===== src/rtl/onehot_rr_arbiter.sv =====
// Round-robin arbiter over 16 request lines feeding a 16-to-4 encoder.
// Holds one one-hot grant until acknowledged or abandoned after ACK_TIMEOUT.
module onehot_rr_arbiter #(
    parameter int unsigned ACK_TIMEOUT = 15
) (
    input  logic        clk,
    input  logic        reset,
    input  logic [15:0] req_pulse,
    input  logic        grant_ack,
    output logic [15:0] encoder_in,
    output logic        enable,
    output logic        timeout,
    output logic [7:0]  grant_count,
    output logic [15:0] pending
);

    typedef enum logic {IDLE, GRANT} state_t;

    localparam logic [7:0] LIMIT = 8'(ACK_TIMEOUT - 1);

    state_t      state, state_n;
    logic [3:0]  last, last_n;
    logic [3:0]  cur, cur_n;
    logic [7:0]  wait_cnt, wait_n;
    logic [15:0] enc_n, pend_n;
    logic        en_n, to_n;
    logic [7:0]  cnt_n;
    logic [3:0]  pick;
    logic        found;

    // First pending line strictly after last, wrapping at 16
    always_comb begin
        pick  = 4'd0;
        found = 1'b0;
        for (int i = 1; i <= 16; i++) begin
            if (!found && pending[last + 4'(i)]) begin
                found = 1'b1;
                pick  = last + 4'(i);
            end
        end
    end

    always_comb begin
        state_n = state;
        enc_n   = encoder_in;
        en_n    = enable;
        to_n    = 1'b0;
        cnt_n   = grant_count;
        last_n  = last;
        cur_n   = cur;
        wait_n  = wait_cnt;
        pend_n  = pending | req_pulse;
        case (state)
            IDLE: begin
                if (found) begin
                    enc_n   = 16'd1 << pick;
                    en_n    = 1'b1;
                    cur_n   = pick;
                    wait_n  = 8'd0;
                    state_n = GRANT;
                end else begin
                    enc_n = 16'd0;
                    en_n  = 1'b0;
                end
            end
            GRANT: begin
                if (grant_ack) begin
                    // New requests on the same edge win over the clear
                    pend_n  = (pending & ~encoder_in) | req_pulse;
                    enc_n   = 16'd0;
                    en_n    = 1'b0;
                    last_n  = cur;
                    cnt_n   = grant_count + 8'd1;
                    state_n = IDLE;
                end else if (wait_cnt == LIMIT) begin
                    enc_n   = 16'd0;
                    en_n    = 1'b0;
                    to_n    = 1'b1;
                    last_n  = cur;
                    state_n = IDLE;
                end else begin
                    wait_n = wait_cnt + 8'd1;
                end
            end
            default: state_n = IDLE;
        endcase
    end

    always_ff @(posedge clk) begin
        if (reset) begin
            state       <= IDLE;
            encoder_in  <= 16'd0;
            enable      <= 1'b0;
            timeout     <= 1'b0;
            grant_count <= 8'd0;
            pending     <= 16'd0;
            last        <= 4'hF;
            cur         <= 4'd0;
            wait_cnt    <= 8'd0;
        end else begin
            state       <= state_n;
            encoder_in  <= enc_n;
            enable      <= en_n;
            timeout     <= to_n;
            grant_count <= cnt_n;
            pending     <= pend_n;
            last        <= last_n;
            cur         <= cur_n;
            wait_cnt    <= wait_n;
        end
    end

endmodule


===== config.mk =====
export PLATFORM = sky130hd
export DESIGN_NAME = onehot_rr_arbiter
export DESIGN_NICKNAME = d
export VERILOG_FILES = /design/src/rtl/onehot_rr_arbiter.sv
export SDC_FILE = /design/constraint.sdc
export NUM_CORES = 1
export LEC_CHECK = 0
export ABC_AREA = 1
export BUFFER_PORTS_ARGS = -buffer_cell sky130_fd_sc_hd__buf_4
export CAP_MARGIN = 10
export CORE_AREA = 2 2 75 106
export CTS_BUF_LIST = sky130_fd_sc_hd__clkbuf_2 sky130_fd_sc_hd__clkbuf_4 sky130_fd_sc_hd__clkbuf_8
export CTS_CLUSTER_DIAMETER = 200
export DETAILED_ROUTE_END_ITERATION = 6
export DIE_AREA = 0 0 77 108
export GPL_TIMING_DRIVEN = 1
export MAX_ROUTING_LAYER = met4
export PLACE_DENSITY = 0.78
export SLEW_MARGIN = 20
export SYNTH_ARGS = -nofsm -noshare
export SYNTH_HDL_FRONTEND = slang
export SYNTH_SLANG_ARGS = --single-unit

===== constraint.sdc =====
create_clock -name clk -period 4.8 [get_ports clk]
set_input_delay 0.72 -clock clk [delete_from_list [all_inputs] [get_ports clk]]
set_output_delay 0.72 -clock clk [all_outputs]
set_load 0.02 [all_outputs]

==> metrics <==
reg2reg start last[0]; origin of the worst setup path last[0]; Cell Count Post-Placement 845; PwrDens 403 nW/um^2; Achievable Freq 0.255 GHz; Internal 1130 uW; First-pass DRT Iterations 5; clk sinks 59; crit path max fanout 20; switching share of power 0.446; drt total wl 13.6 mm; wire per inst 15.7 microns; Peak VDD IR 0.000278 V; period utilization 0.816; RD Place Congestion 1.13; clock share of power 0.237; area leader, netlist dfxtp_1; Chip Height 108 microns; Fill cells 674; Ys Warns 0; Final Net Count 789; Main synth FF type dfxtp_1; asr flop ratio synth 0; Arr. time, crit path 4.19 ns; Post-Syn Area 4320 sq um; Final Skew 0.00894 ns; IO Pins 61; register share of total power 0.285; Post-synth EDFFs 0; clock latency at the later pin of the worst-skew pair 0.34 ns; post-synth top area share 0.274; Slew Limit Fails 0; Via Count 4919; vias in the first global route 4628; htree depth 3; Worst Tran Pin Value 0.576 ns; n_diodes 0; Clock Path Buffers 2; FF+latch count, synth 59; fin worst setup slack 0.884 ns; kind of critical path register to register; Starting Density 0.590; Core Region 7310 sq um; Post-DRT Antenna Nets 0; CP Capture Type register; Final Setup Violations 0; DR DRC count 0; CP delay by family, top simple AND/OR/NAND/NOR gates; CTS root buffer clkbuf_8; HPWL after detailed placement 10.6 mm; die width 77 microns; fin cells 861; pin count of the biggest net entering global routing 44; top cells by area, synth dfxtp_1 (27%), nand2_1 (18%), nand3_1 (12%); Buf/Inv on CP 2; r2r setup slk 0.88 ns; Critical Path, Cell by Cell inv_2, ha_1, inv_1, nand3_1, nand3_1, nand2_1, nand2_2, nand2_4, nor2_4, nand4_4, nor2_8, nand4_4, nor2_4, nand4_2, nor2_4, nand4_1, nand3_2, nand2_2, nor2_1, nand2_1, a21oi_1; most used cell, CP nor2_4; initial antenna violation count 0; Worst path depth 21; count leader, synth nand2_1; Comb power frac 0.478; vias per cell 5.71; Synthesized Nets 729; syn avg cell area 6.17 sq um; hold_buf cts 0; CP Launch Type register; Tot GR Track Use 0.337; Max-slew headroom 0.612; share of layout cells above drive strength 1 0.173; Max-cap violations 0; clock-pin transition on the worst setup and hold timing paths 0.07 ns; Syn-to-layout area delta 17.5%; RSZ-0062 raised after global routing false; Mapped Cells 699; Worst R2R End encoder_in[10]; Buffers on Ports 60; Sw Pwr 910 uW; cts bufs inserted 9; pre-CTS WS 0.969 ns; cts repair resizes 0; status finished clean; setup bufs post-CTS 0; worst path required time 5.07 ns; list of most frequent post-synthesis cells nand2_1 (203), nand3_1 (107), nor2_1 (78); Slowest-stage cell, CP inv_1; Crit path largest cell delay 0.37 ns; worst r2r path cells 21; total negative setup slack 0 ns; Final Hold Viols 0; first-pass GRT wire length 21.5 mm; P_leak 0.00244 uW; CTS tree done; Die ar. 8320 sq um; register area share after synthesis 0.274; gr ovfl total 0; initial drt markers 374; Critical Path Sink encoder_in[10]; library cells used by synthesis 37; class of the worst hold path register to register; row count 37; crit path time final 3.92 ns
==> cells by family after synthesis <==
| group | count (synthesis) | synth area share |
|---|---|---|
| AND/OR/NAND/NOR | 447 | 0.476 |
| adder cells (fa/ha/maj) | 11 | 0.0319 |
| AO/OA/AOI/OAI | 77 | 0.0997 |
| buffers and inverters | 92 | 0.0849 |
| flip-flops | 59 | 0.274 |
| XOR/XNOR | 13 | 0.0342 |
==> cells in the final DEF, fill, tap and decap left out, types with 2 or more instances in the layout <==
cell / synthesis / routed
nor4_1: 2 / 2
nor2_1: 78 / 78
ha_1: 11 / 11
o21ai_0: 15 / 15
nand2_1: 203 / 203
o211ai_1: 6 / 6
nand2_4: 2 / 2
inv_2: 12 / 12
nand3_1: 107 / 107
nor3_1: 6 / 6
a31oi_1: 2 / 2
a21oi_1: 43 / 43
xor2_2: 2 / 2
clkbuf_8: 0 / 12
nand4_4: 2 / 2
nand4_2: 3 / 3
dfxtp_1: 59 / 59
clkbuf_4: 0 / 3
inv_1: 61 / 61
nand2_2: 10 / 10
nand4_1: 17 / 17
a21oi_2: 3 / 3
nor2_2: 6 / 6
buf_4: 4 / 67
nor2_4: 4 / 4
nor3b_1: 2 / 2
o21a_1: 5 / 5
xor2_1: 10 / 10
o21ai_1: 2 / 2
==> how the worst min path moves through the flow <==
stage                        startpoint  cells past startpoint       endpoint  slack, ns
after floorplan                  cur[0]                      2         cur[0]       0.43
after global placement           cur[0]                      2         cur[0]       0.44
after CTS                        cur[0]                      2         cur[0]       0.48
after detailed placement         cur[0]                      2         cur[0]       0.46
final                            enable                      1         enable       0.48
after global routing      encoder_in[4]                      2  encoder_in[4]       0.51
==> registers in the layout, summed over array words and instances (netlist names) <==
signal,flops
enable,1
encoder_in,16
timeout,1
wait_cnt,8
pending,16
cur,4
last,4
grant_count,8
state,1
==> metrics by stage <==
stage | cell area, sq um | util | hold slack (ns) | power [uW]
2_1_floorplan | 4320 | - | 0.429 | 1270
3_3_place_gp | 4850 | 0.663 | 0.444 | 1530
3_5_place_dp | 4850 | 0.663 | 0.456 | 1540
4_1_cts | 5070 | 0.693 | 0.477 | 2020
5_1_grt | 5070 | 0.693 | 0.506 | 2170
6_report | 5070 | 0.693 | 0.475 | 2040
==> power groups by stage <==
| stage | Clock [uW] | Sequential, uW | Combinational (uW) |
|---|---|---|---|
| final | 484 | 582 | 976 |
| after global placement | 0 | 589 | 942 |
| after detailed placement | 0 | 589 | 949 |
| after floorplan | 0 | 611 | 655 |
| after global routing | 510 | 585 | 1070 |
| after CTS | 491 | 580 | 954 |
==> metal layers <==
metal	part of all wire	routed length [microns]	global-route usage	vias to the layer above
met5	0	0	-	-
met4	0.072	970	0.250	0
met3	0.046	628	0.0551	72
met2	0.51	6920	0.593	183
met1	0.37	5040	0.336	2261
li1	-	-	-	2403
==> cell type report <==
type	instances	area (sq um)	share of cell area
clock buffers	15	188	0.0370
well taps	97	121	0.0239
multi-input cells	548	2770	0.546
clock inverters	1	30.0	0.00592
inverters	74	278	0.0548
flip-flops and latches	59	1180	0.233
repair buffers	67	503	0.0992
Note: power is estimated with default switching activity, not from simulation.
